[config.mk]
export PLATFORM = sky130hd
export DESIGN_NAME = multicycle_ctrl_flat
export DESIGN_NICKNAME = d
export VERILOG_FILES = /design/src/rtl/multicycle_ctrl_if.sv /design/src/rtl/multicycle_ctrl.sv /design/src/flat_wrapper.sv
export SDC_FILE = /design/constraint.sdc
export NUM_CORES = 1
export LEC_CHECK = 0
export ABC_AREA = 1
export CORE_MARGIN = 5
export CORE_UTILIZATION = 43
export CTS_CLUSTER_SIZE = 8
export DETAILED_ROUTE_END_ITERATION = 8
export GPL_ROUTABILITY_DRIVEN = 0
export PLACE_DENSITY = 0.8
export SETUP_SLACK_MARGIN = 0.4
export SLEW_MARGIN = 20
export SYNTH_ARGS = -nofsm -noshare
export SYNTH_HDL_FRONTEND = slang
export SYNTH_SLANG_ARGS = --single-unit
[constraint.sdc]
create_clock -name clk -period 2.7 [get_ports clk]
set_clock_uncertainty 0.1 [all_clocks]
set_input_delay 0.81 -clock clk [delete_from_list [all_inputs] [get_ports clk]]
set_output_delay 0.81 -clock clk [all_outputs]
set_load 0.03 [all_outputs]
[src/rtl/multicycle_ctrl_if.sv]
// multicycle_ctrl_if: handshake and control bundle between the multi-cycle controller and its datapath/memories.
interface multicycle_ctrl_if;
    logic [31:0] inst;
    logic        br_taken;
    logic        imem_rdy;
    logic        dmem_rdy;
    logic        pc_we;
    logic        ir_we;
    logic        imem_re;
    logic        dmem_re;
    logic        dmem_we;
    logic        rf_we;
    logic [5:0]  EXTOp;
    logic [3:0]  alu_op;
    logic        alu_srcb;
    logic [1:0]  npc_sel;
    logic [1:0]  wb_sel;
    logic        illegal;
    logic        busy;
    modport master (
        input  inst, br_taken, imem_rdy, dmem_rdy,
        output pc_we, ir_we, imem_re, dmem_re, dmem_we, rf_we,
        output EXTOp, alu_op, alu_srcb, npc_sel, wb_sel, illegal, busy
    );
    modport slave (
        output inst, br_taken, imem_rdy, dmem_rdy,
        input  pc_we, ir_we, imem_re, dmem_re, dmem_we, rf_we,
        input  EXTOp, alu_op, alu_srcb, npc_sel, wb_sel, illegal, busy
    );
endinterface

[src/rtl/multicycle_ctrl.sv]
// multicycle_ctrl: RV32I multi-cycle FSM controller (IDLE/FETCH/DECODE/EXEC/MEM/WB/HALT).
// Defining MULTICYCLE_PERF_EN adds the cyc_cnt/ret_cnt performance counters.
module multicycle_ctrl #(
    parameter int RESET_PC_HOLD = 1
) (
    input  logic              clk,
    input  logic              rstn,
    multicycle_ctrl_if.master bus
`ifdef MULTICYCLE_PERF_EN
    ,
    output logic [31:0]       cyc_cnt,
    output logic [31:0]       ret_cnt
`endif
);
    typedef enum logic [2:0] {IDLE, FETCH, DECODE, EXEC, MEM, WB, HALT} state_t;
    state_t      state_q, state_d;
    logic [3:0]  cnt_q, cnt_d;
    logic [6:0]  op_q, op_d, op;
    logic [2:0]  f3_q, f3_d, f3;
    logic        f7_q, f7_d, f7;
    logic        illegal_q, illegal_d;
    logic        is_lui, is_auipc, is_jal, is_jalr, is_branch, is_load, is_store, is_opi, is_op;
    logic        legal, shamt, jump, in_ins, unused_inst;
    // DECODE sees the fields straight from the IR; later states use the latched copy
    assign op          = state_q == DECODE ? bus.inst[6:0] : op_q;
    assign f3          = state_q == DECODE ? bus.inst[14:12] : f3_q;
    assign f7          = state_q == DECODE ? bus.inst[30] : f7_q;
    assign unused_inst = ^{bus.inst[31], bus.inst[29:15], bus.inst[11:7]};
    assign is_lui      = op == 7'b0110111;
    assign is_auipc    = op == 7'b0010111;
    assign is_jal      = op == 7'b1101111;
    assign is_jalr     = op == 7'b1100111;
    assign is_branch   = op == 7'b1100011;
    assign is_load     = op == 7'b0000011;
    assign is_store    = op == 7'b0100011;
    assign is_opi      = op == 7'b0010011;
    assign is_op       = op == 7'b0110011;
    assign legal       = |{is_lui, is_auipc, is_jal, is_jalr, is_branch, is_load, is_store, is_opi, is_op};
    assign shamt       = is_opi && f3[1:0] == 2'b01;
    assign jump        = is_jal | is_jalr;
    assign in_ins      = state_q inside {DECODE, EXEC, MEM, WB};
    function automatic logic [3:0] alu_of(input logic [2:0] f, input logic alt);
        case (f)
            3'd0:    return alt ? 4'd1 : 4'd0;
            3'd1:    return 4'd2;
            3'd2:    return 4'd3;
            3'd3:    return 4'd4;
            3'd4:    return 4'd5;
            3'd5:    return alt ? 4'd7 : 4'd6;
            3'd6:    return 4'd8;
            default: return 4'd9;
        endcase
    endfunction
    always_ff @(posedge clk or negedge rstn) begin
        if (!rstn) begin
            state_q   <= IDLE;
            cnt_q     <= '0;
            op_q      <= '0;
            f3_q      <= '0;
            f7_q      <= 1'b0;
            illegal_q <= 1'b0;
        end else begin
            state_q   <= state_d;
            cnt_q     <= cnt_d;
            op_q      <= op_d;
            f3_q      <= f3_d;
            f7_q      <= f7_d;
            illegal_q <= illegal_d;
        end
    end
    always_comb begin
        state_d   = state_q;
        cnt_d     = cnt_q;
        op_d      = op_q;
        f3_d      = f3_q;
        f7_d      = f7_q;
        illegal_d = illegal_q;
        case (state_q)
            IDLE: begin
                cnt_d = cnt_q + 4'd1;
                if (cnt_q == 4'(RESET_PC_HOLD - 1)) state_d = FETCH;
            end
            FETCH:  if (bus.imem_rdy) state_d = DECODE;
            DECODE: begin
                op_d      = op;
                f3_d      = f3;
                f7_d      = f7;
                illegal_d = illegal_q | !legal;
                state_d   = legal ? EXEC : HALT;
            end
            EXEC:    state_d = is_branch ? FETCH : (is_load | is_store) ? MEM : WB;
            MEM:     if (bus.dmem_rdy) state_d = is_load ? WB : FETCH;
            WB:      state_d = FETCH;
            default: state_d = HALT;
        endcase
    end
    always_comb begin
        bus.pc_we    = 1'b0;
        bus.ir_we    = 1'b0;
        bus.imem_re  = 1'b0;
        bus.dmem_re  = 1'b0;
        bus.dmem_we  = 1'b0;
        bus.rf_we    = 1'b0;
        bus.alu_op   = 4'd0;
        bus.alu_srcb = 1'b0;
        bus.npc_sel  = 2'd0;
        bus.wb_sel   = 2'd0;
        bus.busy     = state_q != IDLE && state_q != HALT;
        bus.illegal  = illegal_q | (state_q == DECODE && !legal);
        bus.EXTOp    = !in_ins ? 6'd0 : shamt ? 6'b100000 : (is_opi | is_load | is_jalr) ? 6'b010000 :
                       is_store ? 6'b001000 : is_branch ? 6'b000100 : (is_lui | is_auipc) ? 6'b000010 :
                       is_jal ? 6'b000001 : 6'd0;
        case (state_q)
            FETCH: begin
                bus.imem_re = 1'b1;
                bus.ir_we   = bus.imem_rdy;
            end
            EXEC: begin
                bus.alu_op   = is_lui ? 4'd10 : is_branch ? (f3[2] ? (f3[1] ? 4'd4 : 4'd3) : 4'd1) :
                               (is_op | is_opi) ? alu_of(f3, f7 & (is_op | shamt)) : 4'd0;
                bus.alu_srcb = !(is_op | is_branch);
                bus.pc_we    = is_branch | jump;
                bus.npc_sel  = is_branch ? {1'b0, bus.br_taken} : is_jalr ? 2'd2 : is_jal ? 2'd1 : 2'd0;
            end
            MEM: begin
                bus.dmem_re = is_load;
                bus.dmem_we = is_store;
                bus.pc_we   = is_store & bus.dmem_rdy;
            end
            WB: begin
                bus.rf_we  = 1'b1;
                bus.wb_sel = is_load ? 2'd1 : jump ? 2'd2 : 2'd0;
                bus.pc_we  = !jump;
            end
            default: ;
        endcase
    end
`ifdef MULTICYCLE_PERF_EN
    logic [31:0] cyc_q, cyc_d, ret_q, ret_d;
    always_comb begin
        cyc_d = cyc_q + {31'd0, bus.busy};
        ret_d = ret_q + {31'd0, bus.pc_we};
    end
    always_ff @(posedge clk or negedge rstn) begin
        if (!rstn) begin
            cyc_q <= '0;
            ret_q <= '0;
        end else begin
            cyc_q <= cyc_d;
            ret_q <= ret_d;
        end
    end
    assign cyc_cnt = cyc_q;
    assign ret_cnt = ret_q;
`endif
endmodule

[src/flat_wrapper.sv]
// flat-port wrapper written by rule: the top's interface ports become plain ports
module multicycle_ctrl_flat 
#(
    parameter int RESET_PC_HOLD = 1
)
  (clk, rstn, bus_inst, bus_br_taken, bus_imem_rdy, bus_dmem_rdy, bus_pc_we, bus_ir_we, bus_imem_re, bus_dmem_re, bus_dmem_we, bus_rf_we, bus_EXTOp, bus_alu_op, bus_alu_srcb, bus_npc_sel, bus_wb_sel, bus_illegal, bus_busy);
  multicycle_ctrl_if bus_i ();
  input  logic clk;
  input  logic rstn;
  input wire logic [$bits(bus_i.inst)-1:0] bus_inst;
  input wire logic [$bits(bus_i.br_taken)-1:0] bus_br_taken;
  input wire logic [$bits(bus_i.imem_rdy)-1:0] bus_imem_rdy;
  input wire logic [$bits(bus_i.dmem_rdy)-1:0] bus_dmem_rdy;
  output wire logic [$bits(bus_i.pc_we)-1:0] bus_pc_we;
  output wire logic [$bits(bus_i.ir_we)-1:0] bus_ir_we;
  output wire logic [$bits(bus_i.imem_re)-1:0] bus_imem_re;
  output wire logic [$bits(bus_i.dmem_re)-1:0] bus_dmem_re;
  output wire logic [$bits(bus_i.dmem_we)-1:0] bus_dmem_we;
  output wire logic [$bits(bus_i.rf_we)-1:0] bus_rf_we;
  output wire logic [$bits(bus_i.EXTOp)-1:0] bus_EXTOp;
  output wire logic [$bits(bus_i.alu_op)-1:0] bus_alu_op;
  output wire logic [$bits(bus_i.alu_srcb)-1:0] bus_alu_srcb;
  output wire logic [$bits(bus_i.npc_sel)-1:0] bus_npc_sel;
  output wire logic [$bits(bus_i.wb_sel)-1:0] bus_wb_sel;
  output wire logic [$bits(bus_i.illegal)-1:0] bus_illegal;
  output wire logic [$bits(bus_i.busy)-1:0] bus_busy;
  assign bus_i.inst = bus_inst;
  assign bus_i.br_taken = bus_br_taken;
  assign bus_i.imem_rdy = bus_imem_rdy;
  assign bus_i.dmem_rdy = bus_dmem_rdy;
  assign bus_pc_we = bus_i.pc_we;
  assign bus_ir_we = bus_i.ir_we;
  assign bus_imem_re = bus_i.imem_re;
  assign bus_dmem_re = bus_i.dmem_re;
  assign bus_dmem_we = bus_i.dmem_we;
  assign bus_rf_we = bus_i.rf_we;
  assign bus_EXTOp = bus_i.EXTOp;
  assign bus_alu_op = bus_i.alu_op;
  assign bus_alu_srcb = bus_i.alu_srcb;
  assign bus_npc_sel = bus_i.npc_sel;
  assign bus_wb_sel = bus_i.wb_sel;
  assign bus_illegal = bus_i.illegal;
  assign bus_busy = bus_i.busy;
  multicycle_ctrl #(.RESET_PC_HOLD(RESET_PC_HOLD)) u_core (.clk(clk), .rstn(rstn), .bus(bus_i));
endmodule
==> out/results.tsv <==
stage	metric	value	unit
synth	xor and xnor fraction of the mapped netlist area	0.0176	
setup_path	critical path type	flop to output port	
synth	FF+latch count, synth	19	
route	via count	1946	
synth	Area contributors post-synth	dfrtp_1 32%, nand2_1 14%, nor2_1 7.6%	
power_and_ir_drop	Sw Share	0.529	
cells_and_area	share of cells above drive strength 1	0.630	
clock_tree	root buffer cell	clkbuf_4	
clock_tree	Reg clk slew, reported paths	0.11	ns
route	DRT Wirelength	6.64	mm
synth	Primary FF master, synth	dfrtp_1	
route	drc violations	0	
synth	mux contribution to synthesized area	0	
sta	RSZ-0062 raised after global routing	yes	
floorplanning	Die Wd	68.8	um
synth	Cell variety after synth	33	
floorplanning	overall die area	4740	um2
route	routed len/inst	18.0	um
grt	vias in the first global route	1961	
worst_hold_path	Hold Crit Depth	1	
power_and_ir_drop	Leakage	1.45	nW
cells_and_area	antenna cells	0	
synth	Mapped Area	1490	um2
synth	simple-gate area share of the yosys netlist	0.444	
power_and_ir_drop	P_sw	1.85	mW
setup_path	worst setup path startpoint	u_core.state_q[2]	
power_and_ir_drop	sequential share of power	0.153	
power_and_ir_drop	Power Density	1160	nW/um2
floorplanning	CORE AREA	3340	um2
floorplanning	io pins	60	
power_and_ir_drop	peak supply drop	0.923	mV
sta	Final period util	1.18	
grt	GRT Total Usage	0.248	
synth	main combinational cell family by area after synthesis	simple AND/OR/NAND/NOR gates	
route	drt first pass iters	5	
sta	Setup TNS	-7.57	ns
cells_and_area	# fillers	152	
cells_and_area	final core occ	0.899	
floorplanning	die height	68.8	um
setup_path	worst path required time	1.79	ns
sta	crit path time final	3.18	ns
setup_path	Critical Path AT	2.27	ns
synth	Commonest cells post-synth	56 x nand2_1, 30 x nor2_1, 28 x inv_1	
synth	count leader, synth	nand2_1	
power_and_ir_drop	Clock power frac	0.045	
synth	post-synthesis adder-cell area fraction	0.0336	
run	max-cap violations	0	
grt	grt total ovfl	0	
setup_path	R2R depth	14	
sta	Final Hold Viols	0	
place	pre-CTS setup slack	-0.620	ns
sta	# setup viols final	19	
grt	antenna violations before repair	0	
synth	Syn Nets	257	
cells_and_area	nets@finish	364	
sta	slew margin rel.	0.797	
grt	pin count of the biggest net entering global routing	20	
cells_and_area	area grow syn2layout	102	%
cells_and_area	Storage cell area	479	um2
floorplanning	initial cell density of the core	0.446	
power_and_ir_drop	total power	3.50	mW
clock_tree	Bufs on Longest Clock Path	2	
clock_tree	CTS Buf Count	3	
synth	number of synthesized flops with an enable pin	0	
synth	Async S/R FF share, synth	1.00	
setup_path	Setup crit start kind	flop	
setup_path	crit-path max FO	5	
power_and_ir_drop	cell-internal power	1.65	mW
sta	worst-margin pin slew	0.303	ns
clock_tree	clock sinks	19	
status	failing checks	setup timing	
place	Port Buffers	38	
cells_and_area	multi-input logic area	1340	um2
route	vias per inst	5.29	
worst_hold_path	Worst Min Path Start	u_core.cnt_q[3]	
clock_tree	TritonCTS clock tree	done	
synth	YS warnings	0	
sta	Slew Limit Fails	0	
setup_path	reg-to-reg startpoint	u_core.state_q[2]	
synth	post-synthesis compound-gate area fraction	0.0874	
power_and_ir_drop	Logic pwr share	0.803	
worst_hold_path	HP Class	flop to flop	
status	status	complete, but fails checks	
synth	Syn Inst Count	216	
route	Routed Antenna Nets	0	
clock_tree	H-tree lvl count	1	
clock_tree	hold_buf cts	0	
grt	global-route wire length before repair	8.69	mm
route	Initial DRC Count	114	
synth	largest area contributor in the synthesized netlist	dfrtp_1	
sta	setup ws final	-0.476	ns
synth	Seq/Total Area, Yosys	0.319	
setup_path	critical path capture point type	output port	
sta	fmax	0.315	GHz
place	placed standard-cell area	2340	um2
synth	Mean Syn Cell Area	6.89	um2
cells_and_area	post-route cell area	3000	um2
clock_tree	clk_lat worst skew	0.31	ns
floorplanning	row count	21	
place	hpwl dp	3.29	mm
synth	top cell type's share of synthesized area	0.319	
==> cell type report <==
type                            instances  area share
Inverter                               35      0.0505
Sequential cell                        19       0.160
Multi-Input combinational cell        161       0.446
Clock buffer                            3     0.00751
Tap cell                               46      0.0192
Clock inverter                          1     0.00167
Timing Repair Buffer                  103       0.316
==> metal layers <==
metal	track usage	part of all wire	vias up
met5	0	0	-
met4	0.107	0.042	0
li1	-	-	895
met2	0.464	0.55	69
met3	0.0535	0.045	27
met1	0.265	0.36	955
==> critical path, cell delays in order (launching register included) <==
cell,delay (ns)
dfrtp_2,0.44
clkinv_4,0.11
buf_4,0.16
nand4_1,0.14
nand2_2,0.12
inv_2,0.11
nand2_4,0.07
nor2_4,0.15
o211ai_1,0.17
nor2_1,0.18
nor2_2,0.07
nor2_4,0.11
buf_6,0.13
==> sequential cells by signal, summed over array words and instances (netlist names) <==
register / flops
u_core.f7_q: 1
u_core.f3_q: 3
u_core.illegal_q: 1
u_core.state_q: 3
u_core.cnt_q: 4
u_core.op_q: 7
==> cell families after synthesis <==
| logic type | after synthesis |
|---|---|
| DFF | 19 |
| and+or+nand+nor | 130 |
| AOI/OAI and AO/OA | 23 |
| xor gates and xnor gates | 3 |
| buffers and inverters | 37 |
| adders and majority gates | 4 |
==> placed cells by master (no fill, tap or decap), drive strengths merged <==
master and n:
nand2 69, nor4 1, buf 88, inv 33, dlygate4sd2 7, nand3b 1
clkinv 3, clkdlybuf4s50 4, a31oi 2, xor2 3, o211ai 1, and2 1
clkbuf 3, a21oi 11, clkdlybuf4s15 4, a21boi 1, ha 4, and3 1
o21ai 8, nand3 14, nor2 38, nor3 3, nand4 3, dfrtp 19
==> repair_timing <==
action | CTS | global route
setup endpoints to repair | 23 | 23
setup buffers | 17 | 8
pin swaps | 41 | 29
gates resized for setup | 102 | 49
cloned | 0 | 1
==> worst paths after layout <==
| check | slack [ns] | to |
|---|---|---|
| worst max-delay path | -0.48 | bus_pc_we |
| worst min-delay path | 0.39 | u_core.cnt_q[3] |
| worst max register to register | 0.50 | u_core.state_q[2] |
| worst min register to register | 0.39 | u_core.cnt_q[3] |
| max in group asynchronous | 1.53 | u_core.state_q[2] |
| min in group asynchronous | 0.73 | u_core.f3_q[2] |
==> power by group through the flow <==
stage | logic (mW) | clock network [mW] | registers [mW]
global route | 2.96 | 0.170 | 0.543
finish | 2.81 | 0.156 | 0.534
floorplan | 1.20 | 0 | 0.499
CTS | 2.24 | 0.155 | 0.502
detailed placement | 1.82 | 0 | 0.512
global placement | 1.77 | 0 | 0.509
==> metrics by stage <==
stage,instances,hold WS (ns)
after detailed placement,338,0.366
after CTS,359,0.386
final,368,0.387
after global routing,368,0.406
after global placement,338,0.359
after floorplan,216,0.343
No activity file was read; power rests on OpenSTA's default activity.
